[src/rtl/ntp_axi_regs_pkg.sv]
// Shared definitions for the NTP clock AXI4-Lite register block:
// word indices, response codes, reset values and small decode helpers.
package ntp_axi_regs_pkg;

    typedef enum logic [2:0] {
        W_NAME    = 3'd0,
        W_VERSION = 3'd1,
        W_CTRL    = 3'd2,
        W_STATUS  = 3'd3,
        W_TIME_HI = 3'd4,
        W_TIME_LO = 3'd5,
        W_OFFSET  = 3'd6,
        W_SCRATCH = 3'd7
    } reg_word_e;

    localparam logic [1:0]  RESP_OKAY     = 2'b00;
    localparam logic [1:0]  RESP_SLVERR   = 2'b10;

    localparam logic [3:0]  CTRL_RESET    = '0;
    localparam logic [31:0] OFFSET_RESET  = '0;
    localparam logic [31:0] SCRATCH_RESET = '0;
    localparam logic [31:0] SHADOW_RESET  = '0;

    // Word index from byte address bits [4:2]; used by both read and write paths.
    function automatic reg_word_e decode_word(input logic [2:0] word_bits);
        return reg_word_e'(word_bits);
    endfunction

    function automatic logic is_rw_word(input reg_word_e w);
        return (w == W_CTRL) || (w == W_OFFSET) || (w == W_SCRATCH);
    endfunction

    // Replace only the byte lanes whose strobe bit is set.
    function automatic logic [31:0] merge_bytes(input logic [31:0] old_val,
                                                input logic [31:0] new_val,
                                                input logic [3:0]  strb);
        logic [31:0] res;
        res = old_val;
        for (int unsigned i = 0; i < 4; i++) begin
            if (strb[i]) res[i*8 +: 8] = new_val[i*8 +: 8];
        end
        return res;
    endfunction

endpackage

[src/rtl/ntp_clock_axi_regs.sv]
// AXI4-Lite register block for the NTP clock core: identification,
// control, status, coherent 64-bit time readout, offset and scratch.
import ntp_axi_regs_pkg::*;

module ntp_clock_axi_regs #(
    parameter logic [31:0] CORE_NAME    = 32'h6e747063,
    parameter logic [31:0] CORE_VERSION = 32'h00010000
) (
    input  logic        axi_aclk,
    input  logic        axi_aresetn,
    input  logic [4:0]  axi_awaddr,
    input  logic [2:0]  axi_awprot,
    input  logic        axi_awvalid,
    output logic        axi_awready,
    input  logic [31:0] axi_wdata,
    input  logic [3:0]  axi_wstrb,
    input  logic        axi_wvalid,
    output logic        axi_wready,
    output logic [1:0]  axi_bresp,
    output logic        axi_bvalid,
    input  logic        axi_bready,
    input  logic [4:0]  axi_araddr,
    input  logic [2:0]  axi_arprot,
    input  logic        axi_arvalid,
    output logic        axi_arready,
    output logic [31:0] axi_rdata,
    output logic [1:0]  axi_rresp,
    output logic        axi_rvalid,
    input  logic        axi_rready,
    input  logic [63:0] ntp_time,
    input  logic        sync_ok,
    input  logic        pll_locked,
    output logic        ctrl_enable,
    output logic [2:0]  ctrl_mode,
    output logic [31:0] time_offset
);

    // Protection bits and byte offset within a word carry no meaning here.
    logic [7:0] unused_bits;
    assign unused_bits = {axi_awprot, axi_arprot, axi_awaddr[1:0], axi_araddr[1:0]};

    logic        ready_en;
    logic        aw_held;
    reg_word_e   aw_word;
    logic        w_held;
    logic [31:0] w_data;
    logic [3:0]  w_strb;
    logic        bvalid_q;
    logic [1:0]  bresp_q;
    logic        rvalid_q;
    logic [31:0] rdata_q;
    logic [1:0]  rresp_q;
    logic [3:0]  ctrl_q;
    logic [31:0] offset_q;
    logic [31:0] scratch_q;
    logic [31:0] time_lo_shadow;

    logic        aw_hs, w_hs, ar_hs, commit;
    reg_word_e   rd_word;
    logic [31:0] rd_value;
    logic [31:0] wr_base;
    logic [31:0] wr_merged;

    // ready_en keeps every ready low until the first edge after reset release.
    assign axi_awready = ready_en & ~aw_held & ~bvalid_q;
    assign axi_wready  = ready_en & ~w_held  & ~bvalid_q;
    assign axi_arready = ready_en & ~rvalid_q;

    assign aw_hs  = axi_awvalid & axi_awready;
    assign w_hs   = axi_wvalid  & axi_wready;
    assign ar_hs  = axi_arvalid & axi_arready;
    assign commit = aw_held & w_held;

    assign axi_bvalid = bvalid_q;
    assign axi_bresp  = bresp_q;
    assign axi_rvalid = rvalid_q;
    assign axi_rdata  = rdata_q;
    assign axi_rresp  = rresp_q;

    assign ctrl_enable = ctrl_q[0];
    assign ctrl_mode   = ctrl_q[3:1];
    assign time_offset = offset_q;

    assign rd_word = decode_word(axi_araddr[4:2]);

    // Read data mux for the word addressed by the read channel.
    always_comb begin
        rd_value = '0;
        unique case (rd_word)
            W_NAME:    rd_value = CORE_NAME;
            W_VERSION: rd_value = CORE_VERSION;
            W_CTRL:    rd_value = {28'b0, ctrl_q};
            W_STATUS:  rd_value = {30'b0, pll_locked, sync_ok};
            W_TIME_HI: rd_value = ntp_time[63:32];
            W_TIME_LO: rd_value = time_lo_shadow;
            W_OFFSET:  rd_value = offset_q;
            W_SCRATCH: rd_value = scratch_q;
        endcase
    end

    // Current value of the held write target merged with the held data under strobe.
    always_comb begin
        wr_base = '0;
        unique case (aw_word)
            W_CTRL:    wr_base = {28'b0, ctrl_q};
            W_OFFSET:  wr_base = offset_q;
            W_SCRATCH: wr_base = scratch_q;
            default:   wr_base = '0;
        endcase
        wr_merged = merge_bytes(wr_base, w_data, w_strb);
    end

    // Write channel: capture AW and W independently, commit once both are held.
    always_ff @(posedge axi_aclk or negedge axi_aresetn) begin
        if (!axi_aresetn) begin
            ready_en <= 1'b0;
            aw_held  <= 1'b0;
            aw_word  <= W_NAME;
            w_held   <= 1'b0;
            w_data   <= '0;
            w_strb   <= '0;
            bvalid_q <= 1'b0;
            bresp_q  <= RESP_OKAY;
        end else begin
            ready_en <= 1'b1;
            if (bvalid_q && axi_bready) bvalid_q <= 1'b0;
            if (commit) begin
                aw_held  <= 1'b0;
                w_held   <= 1'b0;
                bvalid_q <= 1'b1;
                bresp_q  <= is_rw_word(aw_word) ? RESP_OKAY : RESP_SLVERR;
            end else begin
                if (aw_hs) begin
                    aw_held <= 1'b1;
                    aw_word <= decode_word(axi_awaddr[4:2]);
                end
                if (w_hs) begin
                    w_held <= 1'b1;
                    w_data <= axi_wdata;
                    w_strb <= axi_wstrb;
                end
            end
        end
    end

    // RW register storage, updated on the commit edge.
    always_ff @(posedge axi_aclk or negedge axi_aresetn) begin
        if (!axi_aresetn) begin
            ctrl_q    <= CTRL_RESET;
            offset_q  <= OFFSET_RESET;
            scratch_q <= SCRATCH_RESET;
        end else if (commit) begin
            unique case (aw_word)
                W_CTRL:    ctrl_q    <= wr_merged[3:0];
                W_OFFSET:  offset_q  <= wr_merged;
                W_SCRATCH: scratch_q <= wr_merged;
                default:   ;
            endcase
        end
    end

    // Read channel: registered response, TIME_HI read snapshots the low half.
    always_ff @(posedge axi_aclk or negedge axi_aresetn) begin
        if (!axi_aresetn) begin
            rvalid_q       <= 1'b0;
            rdata_q        <= '0;
            rresp_q        <= RESP_OKAY;
            time_lo_shadow <= SHADOW_RESET;
        end else begin
            if (ar_hs) begin
                rvalid_q <= 1'b1;
                rdata_q  <= rd_value;
                rresp_q  <= RESP_OKAY;
                if (rd_word == W_TIME_HI) time_lo_shadow <= ntp_time[31:0];
            end else if (rvalid_q && axi_rready) begin
                rvalid_q <= 1'b0;
            end
        end
    end

endmodule

[config.mk]
export PLATFORM = sky130hd
export DESIGN_NAME = ntp_clock_axi_regs
export DESIGN_NICKNAME = d
export VERILOG_FILES = /design/src/rtl/ntp_axi_regs_pkg.sv /design/src/rtl/ntp_clock_axi_regs.sv
export SDC_FILE = /design/constraint.sdc
export NUM_CORES = 1
export LEC_CHECK = 0
export CAP_MARGIN = 5
export CORE_ASPECT_RATIO = 1.75
export CORE_UTILIZATION = 55
export CTS_BUF_LIST = sky130_fd_sc_hd__clkbuf_2
export CTS_CLUSTER_DIAMETER = 50
export CTS_CLUSTER_SIZE = 25
export DETAILED_ROUTE_END_ITERATION = 10
export GPL_TIMING_DRIVEN = 0
export HOLD_SLACK_MARGIN = 0.08
export PLACE_DENSITY = 0.9
export SYNTH_ARGS = -nofsm -noshare
export SYNTH_HDL_FRONTEND = slang
export SYNTH_SLANG_ARGS = --single-unit
[constraint.sdc]
create_clock -name axi_aclk -period 3.6 [get_ports axi_aclk]
set_input_delay 0.36 -clock axi_aclk [delete_from_list [all_inputs] [get_ports axi_aclk]]
set_output_delay 0.36 -clock axi_aclk [all_outputs]
set_load 0.005 [all_outputs]
; ---- Yosys cells after proc, flatten, opt, wreduce, memory -nomap -nowiden
; Index checks and enable logic that the tools add are counted.
[classes]
reduce_logical = 15
n_mux = 15
n_eq_ne = 10
bitwise_logic = 14
[op_table]
columns = operator, count
row1 = $pmux 32 s8, 1
row2 = $pmux 32 s2, 1
row3 = $mux 8, 4
row4 = $eq 3x3->1 const B, 6
row5 = $reduce_and 2->1, 6
row6 = $and 1x1->1, 9
row7 = $eq 3x2->1 const B, 3
row8 = $mux 1, 8
row9 = $reduce_bool 2->1, 4
row10 = $not 1->1, 5
row11 = $eq 3x1->1 const B, 1
row12 = $logic_not 3->1, 1
row13 = $logic_and 1x1->1, 2
row14 = $logic_or 1x1->1, 2
row15 = $mux 2, 1
[totals]
output_inout_bits = 77
wordCells = 68
regBits = 178

; ---- Logic depth before layout (Yosys ltp)
; Gate-level depths: netlist of run 1.
[depth]
ltp_word = 6
depth_mapped = 6
ltp_nobuf = 4

; ---- Least setup slack after synthesis of run 1
; OpenSTA, ideal clock, no wires.
[synth_path]
path_type = register to register
from = register bvalid_q (netlist: axi_bvalid)
to = register w_data[10]
stages_incl_launch_ff = 7
setup_time_ns = 0.125
path_slack_ns = 2.047
required_time_ns = 3.475
arrival_ns = 1.429
synth_period_minus_slack_ns = 1.553
path_cell_list = dfrtp_1 nand2b_1 nor2_1 and2_1 buf_4 buf_6 mux2_2
[synth_between]
elab_chain_cells = 4
[synth_rtl]
columns = element, line
row1 = from (decl), ntp_clock_axi_regs.sv:48  ; logic bvalid_q;
row2 = from (signal assigned), ntp_clock_axi_regs.sv:122  ; bvalid_q <= 1'b0;
row3 = from (signal assigned), ntp_clock_axi_regs.sv:126  ; if (bvalid_q && axi_bready) bvalid_q <= 1'b0;
row4 = from (signal assigned), ntp_clock_axi_regs.sv:130  ; bvalid_q <= 1'b1;
row5 = $not 1->1, ntp_clock_axi_regs.sv:66  ; assign axi_wready = ready_en & ~w_held & ~bvalid_q;
row6 = $and 1x1->1, ntp_clock_axi_regs.sv:66
row7 = named net axi_wready, ntp_clock_axi_regs.sv:18  ; output logic axi_wready,
row8 = $and 1x1->1, ntp_clock_axi_regs.sv:70  ; assign w_hs = axi_wvalid & axi_wready;
row9 = $reduce_and 2->1 (no line), -
row10 = to (signal assigned), ntp_clock_axi_regs.sv:139  ; w_data <= axi_wdata;
row11 = to (decl), ntp_clock_axi_regs.sv:46  ; logic [31:0] w_data;
; The timed path passes the listed nets, and every way through them passes these cells.
; A chain may end at the register's enable or synchronous reset.

; ---- Worst setup path after layout of run 1
[layout_path]
from = register bvalid_q (netlist: axi_bvalid)
to = output port axi_wready
[layout_between]
elab_chain_cells = 2
[layout_rtl]
columns = element, line
row1 = $not 1->1, ntp_clock_axi_regs.sv:66
row2 = $and 1x1->1, ntp_clock_axi_regs.sv:66
row3 = to (decl), ntp_clock_axi_regs.sv:18
; No other way between the ends.

==> results of run 1 <==
==> power by group <==
group | internal [mW] | switching [mW]
sequential | 2.60 | 0.470
combinational | 1.28 | 0.726
clock | 0.319 | 0.689
==> tightest hold or removal path, cell delays in order <==
cell	delay [ps]
buf_4	160
o31ai_4	150
o22a_1	200
==> routing by layer <==
layer  vias up  track usage [%]
li1       2377                -
met1      2800             33.1
met2       211             52.8
met3        60             4.99
met4         0             16.9
met5         -                0
==> timing repair <==
action,CTS,global route
endpoints found under the setup margin,0,0
hold endpoints to repair,177,0
hold buffers,3,0
==> metrics by stage <==
step	utilization, %	hold WS, ps
detailed placement	72.1	282
global route	74.0	98.3
finish	74.0	186
global placement	71.8	472
CTS	74.0	133
floorplan	-	64.4
==> placed cells by master (no fill, tap or decap), drive strengths merged, types with 2 or more instances in the layout <==
cell / synthesis / final
nor2b: 2 / 2
clkinvlp: 0 / 2
mux2i: 20 / 20
mux4: 18 / 18
dlygate4sd3: 0 / 2
o22ai: 9 / 9
nand2: 15 / 15
clkbuf: 4 / 22
clkdlybuf4s50: 0 / 186
nand2b: 2 / 2
clkinv: 0 / 5
nor2: 26 / 26
o21ai: 6 / 6
nand4: 3 / 3
nor3b: 2 / 2
mux2: 145 / 145
diode: 0 / 2
inv: 11 / 15
a221oi: 3 / 3
buf: 29 / 32
conb: 2 / 4
a32oi: 4 / 4
a41oi: 4 / 4
and2: 6 / 6
a21oi: 6 / 6
a22o: 17 / 17
dfrtp: 177 / 177
o22a: 8 / 8
bufinv: 0 / 2
nor3: 2 / 2
==> state kept, by name, summed over array words and instances (netlist names) <==
signal,flops
w_data,32
ready_en,1
axi_bresp,1
w_strb,4
aw_word,3
axi_bvalid,1
w_held,1
ctrl_q,4
scratch_q,32
time_lo_shadow,32
time_offset,32
axi_rdata,32
aw_held,1
axi_rvalid,1
==> kinds of logic after synthesis <==
| kind of cell | count (synthesis) |
|---|---|
| other cells | 2 |
| flops | 177 |
| mux | 183 |
| compound gates | 63 |
| simple gates | 63 |
| buf+inv | 44 |
==> final timing paths <==
check | endpoint | slack, ps | cells past startpoint
worst max-delay path | axi_wready | 1300 | 3
worst min-delay path | axi_rdata[5] | 190 | 3
worst max register to register | axi_rdata[15] | 1570 | 5
worst min register to register | time_offset[16] | 530 | 1
max in group asynchronous | w_data[16] | 2080 | 4
min in group asynchronous | axi_rvalid | 600 | 3
==> cell type report <==
cell class	count	area (sq um)	share of cell area (%)
plain buffers	33	297	2.85
inverters	11	41.3	0.397
clock inverters	13	135	1.30
repair buffers	191	1940	18.7
multi-input cells	313	3230	31.1
flip-flops and latches	177	4430	42.6
clock buffers	18	90.1	0.867
diodes	2	5.00	0.0481
well taps	177	221	2.13
==> metrics, run 1 <==
outcome=completed; CP endpoint kind=output port; WL met1=7830 um; Area Growth Syn to Fin=30.1%; vias per std cell=5.83; Crit Reg-Reg Startpoint=axi_rvalid; Post-synth top cells=177 x dfrtp_1, 119 x mux2_2, 24 x mux2_4, 24 x nor2_1, 20 x mux2i_1; Clk Latency, worst-skew pair=690 ps; min-delay src=axi_araddr[4]; Fill cells=933; Place WS=1380 ps; Post-Place Cells=899; Seq cells post-synth=177; Initial DRC Count=289; design area=10400 sq um; Hold WC Path Type=input port to flop; routed wl met3=951 um; first-pass GRT wire length=33000 um; Post-synth EDFFs=0; crit path time final=2300 ps; worst path required time=3240 ps; CTS Sinks=177; final count of pins violating max slew=0; ys async rst share=100%; period utilization=63.9%; Setup crit start kind=flop; WL per Instance=22.5 um; Ports=202; vias in the first global route=6086; Critical Path AT=1940 ps; GR Overflow Total=0; delay-heaviest family, CP=buffers and inverters; routed length on met2=11400 um; Synth area leaders=dfrtp_1 55%, mux2_2 17%, mux4_2 5.1%, mux2_4 4.5%, mux2i_1 2.5%; placed inst area=10100 sq um; Post-Synthesis Cells=532; Design Power=6.09 mW; Max Buffers Root-to-Sink=2; top sig layer=met4; routed wire length=21100 um; clk root buf=clkbuf_2; # H-tree levels=4; largest net degree at the start of global routing=131; worst rel slew slack=52.4%; GPL Wtd Cong=0.898; Synth top area share=55.4%; Critical path buffers and inverters=1; I/O Buffers=187; Final Hold Fails=0; CP max FO=3; Clock Pin Slew Worst Setup and Hold Paths=250 ps; Yosys cell types=48; initial antenna violation count=2; most used flip-flop cell after synthesis=dfrtp_1; Post-Route Skew=32.5 ps; largest area contributor in the netlist=dfrtp_1; mux share of post-synthesis cell area=29.1%; Initial Util=56.9%; CP startpoint=axi_bvalid; floorplan row count=57; layout cells sized above 1=32.4%; Core Area=14000 sq um; Die ar.=15000 sq um; critical path's slowest cell=clkdlybuf4s50_1; fin cells=935; DRC Markers=0; final setup violation count=0; RSZ-0062 raised after global routing=false; number of setup buffers added after CTS=0; Worst Tran Pin Value=715 ps; Die W=93.1 um; post-synthesis simple-gate area fraction=4.71%; setup TNS=0 ps; post-route ant nets=0; Synth Area in Adders=0%; syn avg cell area=15.0 sq um; crit path setup slack, layout=1300 ps; Leak=4.63 nW; post-DP HPWL=15400 um; via count of the routed design=5448; Final nets=869; mapped cell area=7990 sq um; main combinational cell family by area after synthesis=multiplexers; Cell Pwr Density=586 nW/um^2; first-pass iteration count of the detailed router=4; Tot GR Track Use=29.7%; Yosys warnings=0; CTS tree=built; CTS Buf Count=17; CTS resizes=0; Max Cap Viol=0; post-synthesis xor/xnor area fraction=0%; fmax=0.434 GHz; worst stage delay on the critical path=520 ps; die span in y=161 um; register area share after synthesis=55.4%; VDD IR max=388 uV; most numerous cell in the Yosys netlist=dfrtp_1; worst-path cell chain=nand2b_1, nor2_1, clkdlybuf4s50_1; kind of critical path=flop to output port; Synth Area in Compound Gates=6.40%
Power figures use the tool's default switching activity.
==> inputs of run 2 (changes only) <==
--- a/config.mk
+++ b/config.mk
@@ -7,14 +7,14 @@
 export LEC_CHECK = 0
 export CAP_MARGIN = 5
 export CORE_ASPECT_RATIO = 1.75
-export CORE_UTILIZATION = 55
+export CORE_UTILIZATION = 51
 export CTS_BUF_LIST = sky130_fd_sc_hd__clkbuf_2
 export CTS_CLUSTER_DIAMETER = 50
 export CTS_CLUSTER_SIZE = 25
 export DETAILED_ROUTE_END_ITERATION = 10
 export GPL_TIMING_DRIVEN = 0
 export HOLD_SLACK_MARGIN = 0.08
-export PLACE_DENSITY = 0.9
+export PLACE_DENSITY = 0.85
 export SYNTH_ARGS = -nofsm -noshare
 export SYNTH_HDL_FRONTEND = slang
 export SYNTH_SLANG_ARGS = --single-unit
==> constraint.sdc (replaced) <==
create_clock -name axi_aclk -period 2.2 [get_ports axi_aclk]
set_input_delay 0.22 -clock axi_aclk [delete_from_list [all_inputs] [get_ports axi_aclk]]
set_output_delay 0.22 -clock axi_aclk [all_outputs]
set_load 0.005 [all_outputs]
==> run 2 against run 1 <==
Compared with the run above:
- clock skew up 13 ps
- die area is 7.7% higher
- worst hold slack got worse by 64 ps
- sequential share of layout area decreased by 2.7 points
- final cell count up 8.4%
- register-to-register slack lost 1400 ps
- total power up 66%
- wire length rose by 6.2%
- sequential power rose by 64%
- highest routed layer unchanged
==> metrics, run 2 (synthesized netlist as in run 1, its figures left out) <==
GR Overflow Total=0; outcome=completed; Critical Path AT=2690 ps; worst path required time=2840 ps; critical path's slowest cell=dfrtp_2; Critical path buffers and inverters=1; sw frac=32.5%; floorplan row count=60; Post-Route Skew=45.4 ps; CP startpoint=axi_rvalid; fmax=0.487 GHz; Area Growth Syn to Fin=39.0%; Max Cap Viol=0; CTS tree=built; CTS Sinks=177; power share of the combinational group=33.7%; WL per Instance=22.1 um; vias per std cell=5.60; initial antenna violation count=2; final count of pins violating max slew=0; Die W=96.6 um; R2R depth=5; share of total power in the clock network=16.3%; layout cells sized above 1=30.5%; I/O Buffers=187; Hold Slack=122 ps; power share of the sequential group=50.0%; kind of critical path=flop to flop; worst stage delay on the critical path=520 ps; crit path time final=2050 ps; Ports=202; Clock Pin Slew Worst Setup and Hold Paths=290 ps; Initial Util=52.2%; VDD IR max=641 uV; Crit Reg-Reg Startpoint=axi_rvalid; commonest non-fill, non-tap cells in the layout=183 x clkdlybuf4s50_1, 176 x dfrtp_1, 119 x mux2_2; Max Buffers Root-to-Sink=2; Initial DRC Count=244; Final Util=72.5%; Design Power=10.1 mW; P_int=6.80 mW; Setup crit start kind=flop; Final Hold Fails=0; design area=11100 sq um; clk root buf=clkbuf_2; reg2reg end=axi_rdata[19]; RSZ-0062 raised after global routing=false; Hold WC Path Type=input port to flop; GPL Wtd Cong=0.866; first-pass iteration count of the detailed router=4; Fill cells=1026; first-pass GRT wire length=34700 um; final setup violation count=0; setup slack, reg-to-reg=150 ps; Critical Path Stages=5; commonest non-fill, non-tap cell in the layout=clkdlybuf4s50_1; Cell Pwr Density=907 nW/um^2; period utilization=93.3%; delay-heaviest family, CP=simple AND/OR/NAND/NOR gates; placed inst area=10100 sq um; Final nets=938; Worst Tran Pin Value=812 ps; crit path to=axi_rdata[19]; die span in y=168 um; CP endpoint kind=flop; CP max FO=10; routed wire length=22400 um; via count of the routed design=5681; post-DP HPWL=15500 um; min-delay src=ntp_time[21]; Die ar.=16200 sq um; DRC Markers=0; # H-tree levels=4; Clk Latency, worst-skew pair=720 ps; Leak=4.94 nW; Core Area=15300 sq um; CTS Buf Count=17; vias in the first global route=6394; switching power=3.28 mW; worst rel slew slack=45.9%; Tot GR Track Use=28.1%; worst-path cell chain=nor2b_1, nand2_2, nor2_1, buf_2, a22o_1; post-route ant nets=0; largest net degree at the start of global routing=128
## run 2: worst min path at each step
stage                               to  slack [ps]  cells after the start
global route        time_lo_shadow[21]          80                      2
global placement     time_lo_shadow[3]         480                      1
detailed placement          w_data[24]         150                      1
floorplan                      aw_held         -80                      0
CTS                         w_data[19]          80                      2
finish              time_lo_shadow[21]         120                      2
## run 2: cell type report
type,count,area [sq um],share of cell area (%)
sequential,177,4430,39.9
clock buffer,17,85.1,0.766
antenna,2,5.00,0.0451
timing repair buffer,260,2630,23.7
buffer,33,297,2.67
inverter,11,41.3,0.372
tap,186,233,2.10
multi-input combinational,313,3230,29.1
clock inverter,15,148,1.33
## run 2: timing repair
item | 4_1_cts | 5_1_grt
gates resized for setup | 4 | 0
hold buffers | 67 | 3
hold endpoints to repair | 251 | 3
setup endpoints to repair | 3 | 0
buffers inserted | 2 | 0
## run 2: worst register-to-register path: stages, from the launching register on
cell     delay, ps
dfrtp_2        520
nor2b_1        200
nand2_2        210
nor2_1         470
buf_2          390
a22o_1         180
## run 2: power groups by stage
stage | clock network, mW | logic [mW] | registers (mW)
3_3_place_gp | 0 | 3.15 | 5.01
4_1_cts | 1.68 | 3.40 | 5.01
3_5_place_dp | 0 | 3.27 | 5.08
5_1_grt | 1.80 | 3.63 | 5.15
2_1_floorplan | 0 | 1.84 | 4.88
6_report | 1.64 | 3.40 | 5.03
## run 2: routing by layer
layer / part of all wire, % / GRT usage, % / wire [um] / up-vias
li1: - / - / - / 2516
met1: 36 / 30.7 / 8050 / 2892
met2: 55 / 51.7 / 12300 / 218
met3: 4.3 / 4.63 / 962 / 55
met4: 4.5 / 14.9 / 1020 / 0
met5: 0 / 0 / 0 / -
## run 2: per-stage QoR
step	cells	setup slack [ps]	TNS, ps
CTS	1009	109	0
finish	1014	148	0
floorplan	534	647	0
global route	1014	83.6	0
global placement	907	-5940	-1046700
detailed placement	908	86.8	0
